File: config.mk
export PLATFORM = sky130hd
export DESIGN_NAME = clint_time_reader
export DESIGN_NICKNAME = d
export VERILOG_FILES = /design/src/rtl/clint_time_reader.sv
export SDC_FILE = /design/constraint.sdc
export NUM_CORES = 1
export LEC_CHECK = 0
export CAP_MARGIN = 5
export CORE_MARGIN = 2
export CORE_UTILIZATION = 48
export CTS_CLUSTER_DIAMETER = 30
export DETAILED_ROUTE_END_ITERATION = 10
export PLACE_DENSITY = 0.84
export SKIP_CTS_REPAIR_TIMING = 1
export SLEW_MARGIN = 10
export SYNTH_ARGS = -nofsm -noshare
export SYNTH_HDL_FRONTEND = slang
export SYNTH_SLANG_ARGS = --single-unit
File: constraint.sdc
create_clock -name CLK -period 6.47 [get_ports CLK]
set_clock_uncertainty 0.1 [all_clocks]
set_input_delay 0.647 -clock CLK [delete_from_list [all_inputs] [get_ports CLK]]
set_output_delay 0.647 -clock CLK [all_outputs]
set_load 0.005 [all_outputs]
File: src/rtl/clint_time_reader.sv
// clint_time_reader
// Hart-side initiator for the CLINT register port. Keeps a coherent 64-bit
// copy of mtime using a hi/lo/hi read loop, and performs tear-free 64-bit
// mtimecmp updates for one hart. It is the only master of the w_* port.
//
// Optional build macro: CLINT_TIME_INTERP_EN
//   defined   - a commit loads the sampled value plus the read-to-visible
//               lead, and w_time then advances by one every cycle so it
//               tracks mtime exactly between polls.
//   undefined - a commit loads the sampled value unchanged and w_time holds
//               until the next commit.

module clint_time_reader #(
    parameter int HART_ID       = 0,
    parameter int POLL_INTERVAL = 64
) (
    input  logic        CLK,
    input  logic        RST,
    output logic [15:0] w_offset,
    output logic        w_we,
    output logic [31:0] w_wdata,
    input  logic [31:0] w_rdata,
    input  logic        cmp_req,
    input  logic [63:0] cmp_data,
    output logic        cmp_ack,
    output logic [63:0] w_time,
    output logic        w_time_vld
);

    // CLINT register map as seen from this hart
    localparam logic [15:0] MTIME_LO_OFS = 16'hBFF8;
    localparam logic [15:0] MTIME_HI_OFS = 16'hBFFC;
    localparam logic [15:0] IDLE_OFS     = 16'h0000;
    localparam logic [15:0] CMP_LO_OFS   = 16'(32'h4000 + 8 * HART_ID);
    localparam logic [15:0] CMP_HI_OFS   = 16'(32'h4004 + 8 * HART_ID);

    // Last value of the free-running poll counter
    localparam logic [15:0] POLL_LAST    = 16'(POLL_INTERVAL - 1);

    // Written first so mtimecmp can never dip below old and new values
    localparam logic [31:0] CMP_LO_PARK  = 32'hFFFF_FFFF;

`ifdef CLINT_TIME_INTERP_EN
    // mtime advances this many times between the lo sample and visibility
    localparam logic [63:0] INTERP_LEAD  = 64'd3;
`endif

    typedef enum logic [3:0] {
        IDLE,
        RD_HI0,
        RD_LO,
        RD_HI1,
        CHK,
        WR_LO_MAX,
        WR_HI,
        WR_LO,
        ACK
    } state_t;

    state_t      state;
    logic [15:0] poll_cnt;
    logic        poll_pend;
    logic [31:0] hi0;
    logic [31:0] lo;

    logic        hi_match;
    logic        commit;
    logic        start_poll;
    logic        enter_rd_hi0;

    // In CHK the second high-word read is arriving on w_rdata this cycle
    assign hi_match     = (w_rdata == hi0);
    assign commit       = (state == CHK) && hi_match;
    assign start_poll   = (state == IDLE) && !cmp_req && poll_pend;
    assign enter_rd_hi0 = start_poll || ((state == CHK) && !hi_match);

    // Free-running poll interval counter, wraps at POLL_INTERVAL-1
    always_ff @(posedge CLK or posedge RST) begin
        if (RST) begin
            poll_cnt <= 16'd0;
        end else if (poll_cnt == POLL_LAST) begin
            poll_cnt <= 16'd0;
        end else begin
            poll_cnt <= poll_cnt + 16'd1;
        end
    end

    // Poll request flag: set by the counter, consumed when a read pass begins
    always_ff @(posedge CLK or posedge RST) begin
        if (RST) begin
            poll_pend <= 1'b1;
        end else if (poll_cnt == POLL_LAST) begin
            poll_pend <= 1'b1;
        end else if (enter_rd_hi0) begin
            poll_pend <= 1'b0;
        end
    end

    // Bus sequencer: outputs are registered together with the state they belong to
    always_ff @(posedge CLK or posedge RST) begin
        if (RST) begin
            state    <= IDLE;
            w_offset <= IDLE_OFS;
            w_we     <= 1'b0;
            w_wdata  <= 32'd0;
            cmp_ack  <= 1'b0;
            hi0      <= 32'd0;
            lo       <= 32'd0;
        end else begin
            w_offset <= IDLE_OFS;
            w_we     <= 1'b0;
            w_wdata  <= 32'd0;
            cmp_ack  <= 1'b0;
            case (state)
                IDLE: begin
                    if (cmp_req) begin
                        state    <= WR_LO_MAX;
                        w_offset <= CMP_LO_OFS;
                        w_wdata  <= CMP_LO_PARK;
                        w_we     <= 1'b1;
                    end else if (poll_pend) begin
                        state    <= RD_HI0;
                        w_offset <= MTIME_HI_OFS;
                    end
                end
                RD_HI0: begin
                    state    <= RD_LO;
                    w_offset <= MTIME_LO_OFS;
                end
                RD_LO: begin
                    state    <= RD_HI1;
                    w_offset <= MTIME_HI_OFS;
                    hi0      <= w_rdata;
                end
                RD_HI1: begin
                    state <= CHK;
                    lo    <= w_rdata;
                end
                CHK: begin
                    if (hi_match) begin
                        state <= IDLE;
                    end else begin
                        state    <= RD_HI0;
                        w_offset <= MTIME_HI_OFS;
                    end
                end
                WR_LO_MAX: begin
                    state    <= WR_HI;
                    w_offset <= CMP_HI_OFS;
                    w_wdata  <= cmp_data[63:32];
                    w_we     <= 1'b1;
                end
                WR_HI: begin
                    state    <= WR_LO;
                    w_offset <= CMP_LO_OFS;
                    w_wdata  <= cmp_data[31:0];
                    w_we     <= 1'b1;
                end
                WR_LO: begin
                    state   <= ACK;
                    cmp_ack <= 1'b1;
                end
                ACK: begin
                    state <= IDLE;
                end
                default: begin
                    state <= IDLE;
                end
            endcase
        end
    end

    // Time register: loads on a consistent read, optionally free-runs in between
    always_ff @(posedge CLK or posedge RST) begin
        if (RST) begin
            w_time     <= 64'd0;
            w_time_vld <= 1'b0;
        end else if (commit) begin
`ifdef CLINT_TIME_INTERP_EN
            w_time     <= {hi0, lo} + INTERP_LEAD;
`else
            w_time     <= {hi0, lo};
`endif
            w_time_vld <= 1'b1;
        end
`ifdef CLINT_TIME_INTERP_EN
        else if (w_time_vld) begin
            w_time <= w_time + 64'd1;
        end
`endif
    end

endmodule

==> flow_metrics.tcl, run 1 <==
set metrics [dict create \
    synthTopCellsByCount "dfrtp_1 (186), mux2_2 (79), mux2_4 (49)" \
    drive_above_1_share_pct 23.7 \
    clkLatencyLatePin_ns 0.43 \
    power_density_nw_per_um2 371 \
    endpoint "w_time[13]" \
    reg2reg_slack_ns 3.20 \
    viasPerCell 5.20 \
    swShare_pct 28.7 \
    finalNonFillerCells 933 \
    route.detailed.drc 0 \
    slew_headroom_pct 26.9 \
    synth_edf_count 0 \
    whs_path_depth 1 \
    r2r_cells 6 \
    drt_iter0_drc 303 \
    place.gp.congestion 0.884 \
    cts_tree "built" \
    cts_buffer_depth 2 \
    synth_cell_types 36 \
    synth_most_common_cell "dfrtp_1" \
    synthCells 509 \
    grt_pass1_wl_mm 27.4 \
    post-route-period-util_pct 56.1 \
    netSwitchingPower_uw 1120 \
    htreeDepth 4 \
    critPathKind "in2reg" \
    ys.flop_type "dfrtp_1" \
    netlist_area_um2 7710 \
    setup_violations 0 \
    post-route-util_pct 66.5 \
    p_total_uw 3900 \
    cts-root-buf "clkbuf_16" \
    clkTransAtPathRegs_ns 0.07 \
    tns_ns 0 \
    pwr-share-clk_pct 25.2 \
    dp_hpwl_mm 12.3 \
    wl_per_cell_um 18.9 \
    portBuffers 211 \
    cts.sinks 187 \
    peakVddDrop_mv 0.186 \
    hold_ws_ns 0.357 \
    reg2reg_from "hi0[3]" \
    syn_avg_cell_area_um2 15.2 \
    cp_max_fo 44 \
    maxCapViolCount 0 \
    fin_crit_ns 3.63 \
    grt_overflow_total 0 \
    r2r-end "w_time[13]" \
    fp.dieH_um 131 \
    nets 805 \
    crit_arrival_ns 3.84 \
    intPower_uw 2780 \
    async_flop_share_pct 100 \
    crit_path_end_kind "flop" \
    synth.yosys.warnings 0 \
    fillers 1104 \
    hp-class "reg2reg" \
    status "complete, no violations" \
    antenna_found_initial 0 \
    comb_power_share_pct 30.8 \
    ys_ff_latch 187 \
    p_leak_uw 0.00471 \
    yosys-top-cells-area "dfrtp_1 (60%), mux2_2 (12%), mux2_4 (9.5%)" \
    rsz0062_at_grt "false" \
    core_um2 15800 \
    grt.total_usage_pct 21.3 \
    yosysSeqAreaShare_pct 60.7 \
    die-area_um2 17100 \
    io_pins 214 \
    area_growth_syn_to_layout_pct 35.9 \
    start_util_pct 48.9 \
    dr_total_vias 4852 \
    synth.largest_area_cell "dfrtp_1" \
    grt_start_max_net_pins 119 \
    drtAntennaViolNets 0 \
    place_inst 902 \
    synth_top_area_share_pct 60.3 \
    rows 46 \
    fmax_mhz 275 \
    fp.dieW_um 131 \
    totalWireLength_mm 17.6 \
    critical_path_required_ns 6.68 \
    finalMaxSlewViolations 0 \
    pwr-share-seq_pct 44.0 \
    tightest_slew_ns 1.09 \
    startpoint_type "input port" \
    grt_pass1_vias 5127 \
    hold_viol 0 \
    crit_path_start "w_rdata[3]" \
    dr.pass1.iters 4 \
    cts_buffers 17 \
]
layout by cell type, fill, tap and decap left out, types with 2 or more instances in the layout:
cell type / synthesis / final
conb_1: 1 / 2
xor2_1: 7 / 7
inv_6: 0 / 2
mux2_4: 49 / 49
xnor2_1: 39 / 39
clkbuf_8: 0 / 2
nor4_1: 3 / 3
a221o_1: 32 / 32
clkinvlp_4: 0 / 2
nand2_1: 5 / 5
mux2_2: 79 / 79
nand3_1: 8 / 7
nand2b_1: 4 / 4
clkbuf_16: 0 / 17
dfrtp_1: 186 / 186
clkbuf_1: 11 / 2
nor3_1: 2 / 2
or4_1: 2 / 2
nor2_4: 0 / 4
clkinv_4: 0 / 3
and2_1: 3 / 3
nor2b_1: 4 / 4
clkinv_2: 0 / 2
inv_1: 3 / 2
and3_1: 4 / 4
clkdlybuf4s50_1: 0 / 211
buf_4: 13 / 3
nand4_1: 10 / 10
nor2_1: 17 / 13
power groups by stage:
stage	logic, uW	clock network [uW]	registers, uW
5_1_grt	1290	1050	1760
6_report	1200	981	1720
3_5_place_dp	1200	0	1740
4_1_cts	1210	1000	1720
3_3_place_gp	1160	0	1710
2_1_floorplan	704	0	1690
cell families (layout without fill, tap and decap cells):
logic type               after synthesis  count (layout)  synth area share, %
AO/OA/AOI/OAI                         38              38                 4.74
XOR/XNOR                              46              46                 5.22
adder cells (fa/ha/maj)                1               1                0.162
buffers and inverters                 41             247                 3.34
flip-flops                           187             187                 60.7
multiplexers                         128             128                 21.1
other                                  1               3               0.0486
AND/OR/NAND/NOR                       67              67                 4.75
through the flow:
stage               worst slack [ns]  cell area [um^2]
floorplan                      0.639              7720
global placement                2.48              9920
detailed placement              2.45              9920
CTS                             2.87             10500
global route                    2.74             10500
finish                          2.84             10500
how the worst min path moves through the flow:
stage	from	endpoint	slack [ns]
floorplan	poll_cnt[0]	poll_cnt[0]	0.32
global placement	poll_cnt[0]	poll_cnt[0]	0.34
detailed placement	poll_cnt[0]	poll_cnt[0]	0.35
CTS	poll_cnt[0]	poll_cnt[0]	0.36
global route	poll_cnt[0]	poll_cnt[0]	0.38
finish	poll_cnt[0]	poll_cnt[0]	0.36
critical path, stage by stage:
cell,delay [ns]
clkdlybuf4s50_1,0.49
xnor2_1,0.36
nand4_1,0.15
nor4_1,0.72
nand3_4,0.49
buf_4,0.52
mux2_4,0.39
per-layer routing:
metal / part of all wire, % / track usage [%] / routed length (um) / vias up
met4: 2.2 / 8.45 / 388 / 0
met3: 4.4 / 5.13 / 776 / 25
met2: 50 / 33.8 / 8850 / 141
met5: 0 / 0 / 0 / -
li1: - / - / - / 2201
met1: 43 / 28.6 / 7590 / 2485
layout make-up:
type                            count  area, um^2  share of cell area (%)
Antenna cell                        1        2.50                  0.0239
Clock buffer                       21         460                    4.39
Clock inverter                      9        90.1                   0.859
Inverter                            3        16.3                   0.155
Multi-Input combinational cell    282        2830                    27.0
Sequential cell                   187        4680                    44.6
Tap cell                          216         270                    2.58
Timing Repair Buffer              214        2130                    20.4
state kept, by name (all words and copies together), names as in the netlist:
register / count
w_offset: 3
poll_pend: 1
cmp_ack: 1
w_wdata: 32
lo: 32
w_we: 1
hi0: 32
poll_cnt: 16
w_time_vld: 1
state: 4
w_time: 64
(Power assumes the default switching activity.)
==> inputs of run 2 (changes only) <==
clock period = 3.4 ns   (was 6.47 ns; I/O delays follow)
==> flow_metrics.tcl, run 2 (same netlist as run 1, synthesis figures left out) <==
set metrics [dict create \
    antenna_found_initial 0 \
    critPathKind "in2reg" \
    post-route-period-util_pct 81.8 \
    tns_ns 0 \
    power_density_nw_per_um2 707 \
    final_common_cell "clkdlybuf4s50_1" \
    hold_viol 0 \
    status "complete, no violations" \
    grt_pass1_vias 5093 \
    rsz0062_at_grt "false" \
    path_buf_inv 2 \
    critical_path_required_ns 3.61 \
    portBuffers 211 \
    clkTransAtPathRegs_ns 0.07 \
    dr.pass1.iters 5 \
    cts_tree "built" \
    rows 46 \
    grt_start_max_net_pins 103 \
    setup_violations 0 \
    start_util_pct 48.9 \
    cts.sinks 187 \
    slowest_delay_ns 0.61 \
    viasPerCell 5.13 \
    area_growth_syn_to_layout_pct 37.2 \
    fp.dieW_um 131 \
    cts-root-buf "clkbuf_16" \
    fmax_mhz 359 \
    place_inst 908 \
    dr_total_vias 4821 \
    io_pins 214 \
    finalMaxSlewViolations 0 \
    finalNonFillerCells 940 \
    dp_hpwl_mm 12.3 \
    route.detailed.drc 0 \
    crit_arrival_ns 2.99 \
    startpoint_type "input port" \
    grt.total_usage_pct 20.9 \
    cpMaxStageDelayCell "nor4_1" \
    place.gp.congestion 0.782 \
    fp.dieH_um 131 \
    cp_max_fo 58 \
    cts_buffers 17 \
    hp-class "in2async" \
    core_um2 15800 \
    final_cell_mix "clkdlybuf4s50_1 (211), dfrtp_1 (186), mux2_2 (79)" \
    fillers 1107 \
    largest_reg_flops 64 \
    die-area_um2 17100 \
    drtAntennaViolNets 0 \
    clkLatencyLatePin_ns 0.42 \
    grt_pass1_wl_mm 27.1 \
    htreeDepth 4 \
    seqCellArea_um2 4680 \
    peakVddDrop_mv 0.363 \
    maxCapViolCount 0 \
    largest-register "w_time" \
    drt_iter0_drc 291 \
    crit_family "simple AND/OR/NAND/NOR gates" \
    wl_per_cell_um 18.6 \
    crit_path_end_kind "flop" \
    nets 811 \
    crit_path_cell_trace "clkdlybuf4s50_1, xnor2_1, nand4_1, nor4_1, nand3_4, buf_12, mux2_4" \
    multi_input_area_um2 2820 \
    totalWireLength_mm 17.5 \
    cts_buffer_depth 2 \
    tightest_slew_ns 0.697 \
    fin_crit_ns 2.78 \
    slew_headroom_pct 53.4 \
    p_leak_uw 0.00477 \
    drive_above_1_share_pct 24.8 \
    grt_overflow_total 0 \
]
## run 2: final timing paths
path                              from          end  slack, ns  cells after the start
setup / recovery           w_rdata[16]    w_time[6]       0.62                      7
hold / removal                     RST  poll_cnt[8]       0.27                      2
setup reg to reg               hi0[16]    w_time[6]       0.68                      6
hold reg to reg            poll_cnt[0]  poll_cnt[0]       0.36                      1
max in group asynchronous          RST      hi0[27]       2.01                      3
min in group CLK           poll_cnt[0]  poll_cnt[0]       0.36                      1
## run 2: final cells by class
| class | count | area share, % |
|---|---|---|
| clock inverters | 11 | 1.04 |
| repair buffers | 220 | 20.9 |
| diodes | 1 | 0.0236 |
| well taps | 216 | 2.55 |
| flip-flops and latches | 187 | 44.2 |
| clock buffers | 20 | 4.41 |
| multi-input cells | 282 | 26.7 |
| inverters | 3 | 0.142 |
## run 2: per-stage QoR
stage          power, uW  cell area [um^2]  utilization, %  setup slack, ns  hold WS (ns)
6_report            7490             10600            67.1            0.618         0.273
2_1_floorplan       4560              7720               -            0.554         0.324
3_3_place_gp        5470             10000            63.4            0.283         0.336
4_1_cts             7560             10600            67.1            0.624         0.283
5_1_grt             7890             10600            67.1            0.458         0.313
3_5_place_dp        5630             10000            63.4            0.199         0.354
## run 2: routing by layer
| layer | wire length [um] | vias to the layer above | share of wire, % | GRT usage [%] |
|---|---|---|---|---|
| li1 | - | 2208 | - | - |
| met4 | 394 | 0 | 2.3 | 8.57 |
| met1 | 7530 | 2442 | 43 | 27.7 |
| met5 | 0 | - | 0 | 0 |
| met3 | 742 | 27 | 4.2 | 4.32 |
| met2 | 8790 | 144 | 50 | 34.0 |
## run 2: power by group
part	switching, uW	internal, uW	leakage [uW]	total (uW)
logic	911	1400	0.00206	2310
registers	400	2860	0.00242	3260
clock network	838	1080	0.000282	1910
total	2150	5340	0.00477	7490
